**config.mk**
```make
export PLATFORM = sky130hd
export DESIGN_NAME = operand_stage
export DESIGN_NICKNAME = d
export VERILOG_FILES = /design/src/rtl/operand_stage.sv
export SDC_FILE = /design/constraint.sdc
export NUM_CORES = 1
export LEC_CHECK = 0
export CELL_PAD_IN_SITES_DETAIL_PLACEMENT = 2
export CELL_PAD_IN_SITES_GLOBAL_PLACEMENT = 2
export CORE_ASPECT_RATIO = 1.75
export CORE_MARGIN = 2
export CORE_UTILIZATION = 28
export CTS_BUF_LIST = sky130_fd_sc_hd__clkbuf_16
export CTS_CLUSTER_DIAMETER = 30
export DETAILED_ROUTE_END_ITERATION = 6
export GPL_TIMING_DRIVEN = 0
export PLACE_DENSITY = 0.95
export SYNTH_ARGS = -nofsm -noshare
export SYNTH_HDL_FRONTEND = slang
export SYNTH_SLANG_ARGS = --single-unit
```
**constraint.sdc**
```tcl
create_clock -name clk -period 8.55 [get_ports clk]
set_clock_uncertainty 0.15 [all_clocks]
set_input_delay 2.565 -clock clk [delete_from_list [all_inputs] [get_ports clk]]
set_output_delay 2.565 -clock clk [all_outputs]
set_load 0.05 [all_outputs]
```
**src/rtl/operand_stage.sv**
```systemverilog
// RV32I decode/operand-fetch stage: register-file read with writeback bypass,
// busy-scoreboard RAW/WAW interlock, and a valid/ready ID/EX output register.
module operand_stage #(
    parameter int unsigned XLEN     = 32,
    parameter logic [31:0] NOP_INSN = 32'h0000_0013
) (
    input  logic            clk,
    input  logic            rst,
    input  logic            in_valid,
    output logic            in_ready,
    input  logic [XLEN-1:0] in_pc,
    input  logic [31:0]     in_insn,
    output logic [4:0]      rf_ra1,
    output logic [4:0]      rf_ra2,
    input  logic [XLEN-1:0] rf_rd1,
    input  logic [XLEN-1:0] rf_rd2,
    input  logic            wb_we,
    input  logic [4:0]      wb_wa,
    input  logic [XLEN-1:0] wb_wd,
    input  logic            flush,
    output logic            out_valid,
    input  logic            out_ready,
    output logic [XLEN-1:0] out_pc,
    output logic [31:0]     out_insn,
    output logic [XLEN-1:0] out_rs1_val,
    output logic [XLEN-1:0] out_rs2_val,
    output logic [31:0]     stall_cnt
);
    localparam logic [6:0] OPC_LUI    = 7'b0110111;
    localparam logic [6:0] OPC_AUIPC  = 7'b0010111;
    localparam logic [6:0] OPC_JAL    = 7'b1101111;
    localparam logic [6:0] OPC_JALR   = 7'b1100111;
    localparam logic [6:0] OPC_BRANCH = 7'b1100011;
    localparam logic [6:0] OPC_LOAD   = 7'b0000011;
    localparam logic [6:0] OPC_STORE  = 7'b0100011;
    localparam logic [6:0] OPC_OPIMM  = 7'b0010011;
    localparam logic [6:0] OPC_OP     = 7'b0110011;
    localparam logic [6:0] OPC_SYSTEM = 7'b1110011;

    // Returns {writes_rd, uses_rs1, uses_rs2}; writes_rd already excludes rd==x0.
    function automatic logic [2:0] f_decode(input logic [31:0] insn);
        logic [2:0] d;
        logic [2:0] f3;
        d  = 3'b000;
        f3 = insn[14:12];
        case (insn[6:0])
            OPC_LUI, OPC_AUIPC, OPC_JAL: d = 3'b100;
            OPC_JALR, OPC_LOAD, OPC_OPIMM: d = 3'b110;
            OPC_OP:                        d = 3'b111;
            OPC_BRANCH, OPC_STORE:         d = 3'b011;
            OPC_SYSTEM: begin
                d[2] = (f3 != 3'd0);
                d[1] = (f3 == 3'd1) || (f3 == 3'd2) || (f3 == 3'd3);
            end
            default:                       d = 3'b000;
        endcase
        if (insn[11:7] == 5'd0) d[2] = 1'b0;
        return d;
    endfunction

    logic [4:0]      w_rs1;
    logic [4:0]      w_rs2;
    logic [4:0]      w_rd;
    logic [2:0]      w_dec;
    logic [2:0]      w_out_dec;
    logic [31:0]     w_wb_mask;
    logic [31:0]     w_eff_busy;
    logic            w_hazard;
    logic            w_accept;
    logic [XLEN-1:0] w_op1;
    logic [XLEN-1:0] w_op2;
    logic [31:0]     w_busy_nxt;
    logic [31:0]     r_busy;

    assign w_rs1     = in_insn[19:15];
    assign w_rs2     = in_insn[24:20];
    assign w_rd      = in_insn[11:7];
    assign rf_ra1    = w_rs1;
    assign rf_ra2    = w_rs2;
    assign w_dec     = f_decode(in_insn);
    assign w_out_dec = f_decode(out_insn);

    // A register being written back this cycle is no longer busy for the reader.
    assign w_wb_mask  = wb_we ? (32'd1 << wb_wa) : 32'd0;
    assign w_eff_busy = r_busy & ~w_wb_mask;

    assign w_hazard = in_valid && ((w_dec[1] && w_eff_busy[w_rs1]) ||
                                   (w_dec[0] && w_eff_busy[w_rs2]) ||
                                   (w_dec[2] && w_eff_busy[w_rd]));
    assign in_ready = rst && !flush && !w_hazard && (!out_valid || out_ready);
    assign w_accept = in_valid && in_ready;

    assign w_op1 = (w_rs1 == 5'd0) ? '0 : ((wb_we && wb_wa == w_rs1) ? wb_wd : rf_rd1);
    assign w_op2 = (w_rs2 == 5'd0) ? '0 : ((wb_we && wb_wa == w_rs2) ? wb_wd : rf_rd2);

    // Scoreboard: writeback clears, accept sets, flush of the out entry clears last.
    always_comb begin
        w_busy_nxt = r_busy;
        if (wb_we && wb_wa != 5'd0) w_busy_nxt[wb_wa] = 1'b0;
        if (w_accept && w_dec[2]) w_busy_nxt[w_rd] = 1'b1;
        if (flush && out_valid && w_out_dec[2]) w_busy_nxt[out_insn[11:7]] = 1'b0;
        w_busy_nxt[0] = 1'b0;
    end

    always_ff @(posedge clk) begin
        if (!rst) begin
            out_valid   <= 1'b0;
            out_pc      <= '0;
            out_insn    <= NOP_INSN;
            out_rs1_val <= '0;
            out_rs2_val <= '0;
            r_busy      <= '0;
            stall_cnt   <= '0;
        end else begin
            r_busy <= w_busy_nxt;
            if (w_hazard && stall_cnt != 32'hFFFF_FFFF) stall_cnt <= stall_cnt + 32'd1;
            if (flush) begin
                out_valid <= 1'b0;
                out_insn  <= NOP_INSN;
            end else if (w_accept) begin
                out_valid   <= 1'b1;
                out_pc      <= in_pc;
                out_insn    <= in_insn;
                out_rs1_val <= w_op1;
                out_rs2_val <= w_op2;
            end else if (out_ready && out_valid) begin
                out_valid <= 1'b0;
            end
        end
    end
endmodule

```
Word-level counts from Yosys, hierarchy flattened:

Cells that the tools add are included.

* register bits: 193
* input bits: 171
* logic and storage cells: 129
* output and inout port bits: 172

* eq/ne operators: 29
* reductions and logical operators: 46
* bitwise logic cells: 9
* magnitude comparators: 8
* $add $sub $neg: 1
* shift operators: 1
* multiplexer cells: 27

Operator list (count)
* 2-to-1 mux 32 bit: 8
* bitwise AND 32 bit: 3
* NOT 32 bit: 3
* == test 7 bit, second input constant: 8
* == test 7 x 6 -> 1 bit, second input constant: 6
* adder 32 x 1 -> 32 bit, second input constant: 1
* != test 32 bit, second input constant: 1
* bitwise OR 32 bit: 1
* << shifter 1 x 5 -> 32 bit, first input constant: 1
* < comparator 5 x 6 -> 1 bit, second input constant: 5
* == test 7 x 5 -> 1 bit, second input constant: 4
* logical NOT 5 bit: 4
* logical AND 1 bit: 19
* one-hot mux 2 bit (4 select lines): 2
* binary-select mux 1 bit (select 5 bit): 3
* demux 1 bit (select 5 bit): 3
* greater-or-equal comparator 5 x 1 -> 1 bit, second input constant: 3
* == test 7 x 2 -> 1 bit, second input constant: 2
* == test 3 x 2 -> 1 bit, second input constant: 4
* 2-to-1 mux 1 bit: 11
* == test 5 bit: 2
* OR reduction 3 bit: 3
* OR reduction 4 bit: 2
* logical OR 1 bit: 7
* 8 further kinds: 15

Depth between registers and ports, before layout:

* word-level depth: 18
* gate-level depth with buffers: 14
* gate-level depth less buffers: 9

Worst setup path after synthesis:

OpenSTA, ideal clock, no wires.

* path type: input to output
* start: input wb_wa[1]
* end: output in_ready
* arrival: 4.839 ns
* buffers on the path: 1
* data required time: 5.835 ns
* slack: 0.996 ns
* stages: 9
* cells stage by stage: buf_4 -> or4b_4 -> o21ai_2 -> nor2_1 -> or4_4 -> nand4_4 -> o211ai_4 -> nand2_1 -> and3_1

* cells in the longest elaborated chain, start to end: 13
* elaborated cells on any way between the ends: 19
* those cells by class: shift: 1; mux: 7; bitwise: 2; reduce/logical: 9

Ends and longest elaborated chain
* from (decl): RTL line 18 `input logic [4:0] wb_wa,`
* << shifter 1 x 5 -> 32 bit *: RTL line 84 `assign w_wb_mask = wb_we ? (32'd1 << wb_wa) : 32'd0;`
* 2-to-1 mux 32 bit *: RTL line 84
* NOT 32 bit *: RTL line 85 `assign w_eff_busy = r_busy & ~w_wb_mask;`
* bitwise AND 32 bit *: RTL line 85
* binary-select mux 1 bit (select 5 bit), on equally long branches: RTL line 87, 88
* 2-to-1 mux 1 bit, on equally long branches: RTL line 87, 88
* logical AND 1 bit, on equally long branches: RTL line 87, 88
* logical OR 1 bit: RTL line 87 `assign w_hazard = in_valid && ((w_dec[1] && w_eff_busy[w_rs1]) ||`
* logical OR 1 bit *: RTL line 88 `(w_dec[0] && w_eff_busy[w_rs2]) ||`
* logical AND 1 bit *: RTL line 87
* logical NOT 1 bit *: RTL line 90 `assign in_ready = rst && !flush && !w_hazard && (!out_valid || out_ready);`
* logical AND 1 bit * (2 in series): RTL line 90
* to (decl): RTL line 10 `output logic in_ready,`

Every way passes the cells marked *; elsewhere a longest branch is shown, timed or not. The select of a mux whose other input is x is not followed.

Worst setup path after layout:

* start: input wb_we
* end: output in_ready

* cells in the longest elaborated chain, start to end: 12
* elaborated cells on any way between the ends: 18
* those cells by class: mux: 7; bitwise: 2; reduce/logical: 9

Ends and longest elaborated chain
* from (decl): RTL line 17 `input logic wb_we,`
* 2-to-1 mux 32 bit *: RTL line 84
* NOT 32 bit *: RTL line 85
* bitwise AND 32 bit *: RTL line 85
* binary-select mux 1 bit (select 5 bit), on equally long branches: RTL line 87, 88
* 2-to-1 mux 1 bit, on equally long branches: RTL line 87, 88
* logical AND 1 bit, on equally long branches: RTL line 87, 88
* logical OR 1 bit: RTL line 87
* logical OR 1 bit *: RTL line 88
* logical AND 1 bit *: RTL line 87
* logical NOT 1 bit *: RTL line 90
* logical AND 1 bit * (2 in series): RTL line 90

Marked as above.

==> results by group <==
Timing
  – Min Tclk post-route: 8460 ps
  – Fin. Hold Viols: 0
  – Endpoints failing setup: 0
  – Headroom to the max-slew limit: 15.2%
  – Unrepaired setup endpoints after global routing: false
  – Final Max Tran Viols: 0
  – Fmax: 118 MHz
  – Tcrit/Tclk final: 98.9%
  – Final hold slack: 308 ps
  – Worst-Margin Slew: 1260 ps

Logic synthesis
  – Post-synthesis register bit count: 192
  – Predominant post-synthesis flop cell: dfxtp_1
  – Yosys top cell area share: 37.6%
  – YS warnings: 0
  – Ys async rst share: 0%
  – Netlist cell types: 83
  – Syn Inst Count: 1269
  – Sequential element share of the synthesized area: 37.6%
  – Avg Cell Area, Syn: 8.07 sq um
  – Number of flops mapped to enable cells by yosys: 0
  – Post-Syn Area: 10200 sq um
  – Synth area leaders: dfxtp_1 (38%), nand2_1 (8.4%), mux2i_1 (7.8%)
  – Cell taking the most area after synthesis: dfxtp_1
  – Syn Nets: 1441

Cells and area
  – Nets@finish: 1799
  – Share of cells above drive strength 1: 7.99%
  – Area grow syn2layout: 45.7%
  – Design area: between 10000 and 15000 sq um
  – Layout Utilization: 41.4%

Floorplanning
  – Die area: 38200 sq um
  – Placement row count: 92
  – Chip width: 149 um
  – Die Span Y: about 260 um
  – I/O pin count: 343
  – Core Footprint: approximately 36000 sq um
  – Starting Density: between 20% and 30%

Power
  – Psw: between 0.0006 and 0.0007 W
  – Clock share of power: between 30% and 40%
  – Maximum VDD drop: 0.000143 V
  – Sw Ratio: 30.4%
  – Leakage: 4.84 nW
  – Sequential Power Share: a little over two fifths
  – PwrDens: 148 nW/um^2
  – Comb pwr share: 18.7%
  – Internal power: approximately 0.0015 W

Setup path
  – Worst EP required: 5840 ps
  – Crit. End Element: output pin
  – Arrival time worst endpoint: roughly 5700 ps
  – Crit path max fanout: 10
  – Crit path launch type: primary input
  – Crit path kind: in -> out

GRT
  – GRT Overall Usage: 29.9%
  – Largest net degree at the start of global routing: 18
  – Number of global-route vias before repair: 13300
  – Gr ovfl total: 0
  – First-pass GRT wire length: 85100 um
  – Initial antenna violation count: 2

Route
  – Total wire length: 57800 um
  – Vias: around 12000
  – Post-route ant nets: 0
  – Pre-antenna DRT Iters: 5
  – Wire per inst: 27.4 um
  – Routed vias/inst: 5.57
  – DRC viols: 0
  – DRT iter0 DRCs: 562

Placement
  – Placed Area: between 10000 and 15000 sq um
  – Hpwl dp: between 40000 and 50000 um
  – Port Buf Inserts: approximately 340
  – Routability cong.: 0.932

Clock tree
  – CTS Buffer Depth: 2
  – Cts hold-fix bufs: 0
  – CTS tree: yes
  – Total CTS buffers: 17
  – Clock-pin slew on the worst setup and hold paths: 70 ps
  – Root Driver: clkbuf_16
  – H-tree levels: 4
  – Clock tree sinks: 192
  – Worst skew pair latency: 460 ps

Run status
  – Status: finished clean

Job
  – Max cap viols: 0

Min path
  – Tightest Hold Check Type: reg -> reg
[critical path, cell delays in order]
cell and delay [ps]:
clkdlybuf4s50_1 550, buf_4 210, or4b_4 530, o21ai_0 510
o2111ai_1 290, nand3_1 180, a2111o_1 240, o211ai_4 110
nand2_1 150, and3_1 170, clkbuf_4 240
[repair_timing]
item	CTS	global route
resized for setup	25	14
setup endpoints to repair	1	1
pin swaps	3	0
endpoints found under the hold margin	0	0
setup buffers	3	0
[metal layers]
layer  up-vias  routed length [um]  global-route usage [%]
met5         -                   0                       0
met4         0                4070                    18.9
met3       196                2790                    6.13
met2       508               32400                    59.2
met1      5814               18600                    26.8
li1       5260                   -                       -
[power groups by stage]
stage / combinational [W] / clock [W] / sequential, W
6_report: 0.000414 / 0.000869 / 0.000926
5_1_grt: 0.000434 / 0.000918 / 0.000928
4_1_cts: 0.000412 / 0.000878 / 0.000926
3_5_place_dp: 0.000406 / 0 / 0.000946
3_3_place_gp: 0.000392 / 0 / 0.000944
2_1_floorplan: 0.000135 / 0 / 0.00101
[area by class of cell]
type	instances	area, sq um
antenna	3	7.51
fill	3991	21100
inverter	18	67.6
sequential	192	3840
clock buffer	17	425
buffer	113	594
multi-input combinational	945	5790
tap	470	588
clock inverter	15	184
timing repair buffer	340	3410
[sequential cells by signal (all words and copies together), names as in the netlist]
register,count
out_rs1_val,32
out_rs2_val,32
out_pc,32
out_insn,32
out_valid,1
r_busy,31
stall_cnt,32
[cells in the final DEF (no fill, tap or decap), drive strengths merged, types with 13 or more instances in the layout]
cell,n
mux2i,80
o211ai,37
o2111ai,13
nand2b,14
buf,54
nand2,229
xor2,13
o21ai,133
inv,21
nand4,14
clkdlybuf4s50,336
dfxtp,192
or3,73
a21oi,102
nand3,35
nor2,49
clkbuf,80
[metrics by stage]
stage / cells / power, W / setup slack, ps / TNS, ps
after floorplan: 1269 / 0.00114 / 996 / 0
after global placement: 2076 / 0.00134 / -856 / -856
after detailed placement: 2076 / 0.00135 / -946 / -946
after CTS: 2110 / 0.00222 / 20.3 / 0
after global routing: 2112 / 0.00228 / 19.0 / 0
final: 2113 / 0.00221 / 94.3 / 0
[cells by family after synthesis]
| family | count (synthesis) | synth area share [%] |
|---|---|---|
| AND/OR/NAND/NOR | 497 | 24.9 |
| XOR/XNOR | 16 | 1.37 |
| flip-flops | 192 | 37.6 |
| multiplexers | 85 | 8.70 |
| AO/OA/AOI/OAI | 346 | 20.9 |
| adder cells (fa/ha/maj) | 1 | 0.122 |
| buffers and inverters | 132 | 6.44 |
[synth_stat cells (4+ instances only)]
cell type / instances
a21oi_1: 102
and3_1: 10
and4_1: 5
buf_1: 6
buf_2: 21
buf_4: 14
buf_6: 11
clkbuf_1: 60
dfxtp_1: 192
inv_1: 15
mux2i_1: 80
nand2_1: 228
nand2b_1: 14
nand3_1: 35
nand4_1: 12
nand4b_1: 6
nor2_1: 49
nor2b_1: 8
nor3_1: 7
nor4_1: 9
o2111ai_1: 12
o211ai_1: 35
o21a_1: 6
o21ai_0: 106
o21ai_1: 26
o31a_1: 5
o31ai_1: 10
or2_2: 4
or3_1: 73
or4_1: 4
xor2_1: 13
[final timing paths]
| path | end | slack [ps] | depth (start not counted) | start |
|---|---|---|---|---|
| worst max-delay path | in_ready | 90 | 11 | wb_we |
| worst min-delay path | out_rs1_val[26] | 310 | 2 | out_rs1_val[26] |
| worst max register to register | stall_cnt[1] | 4910 | 12 | stall_cnt[8] |
| worst min register to register | out_rs1_val[26] | 310 | 2 | out_rs1_val[26] |
Power figures use the tool's default switching activity.
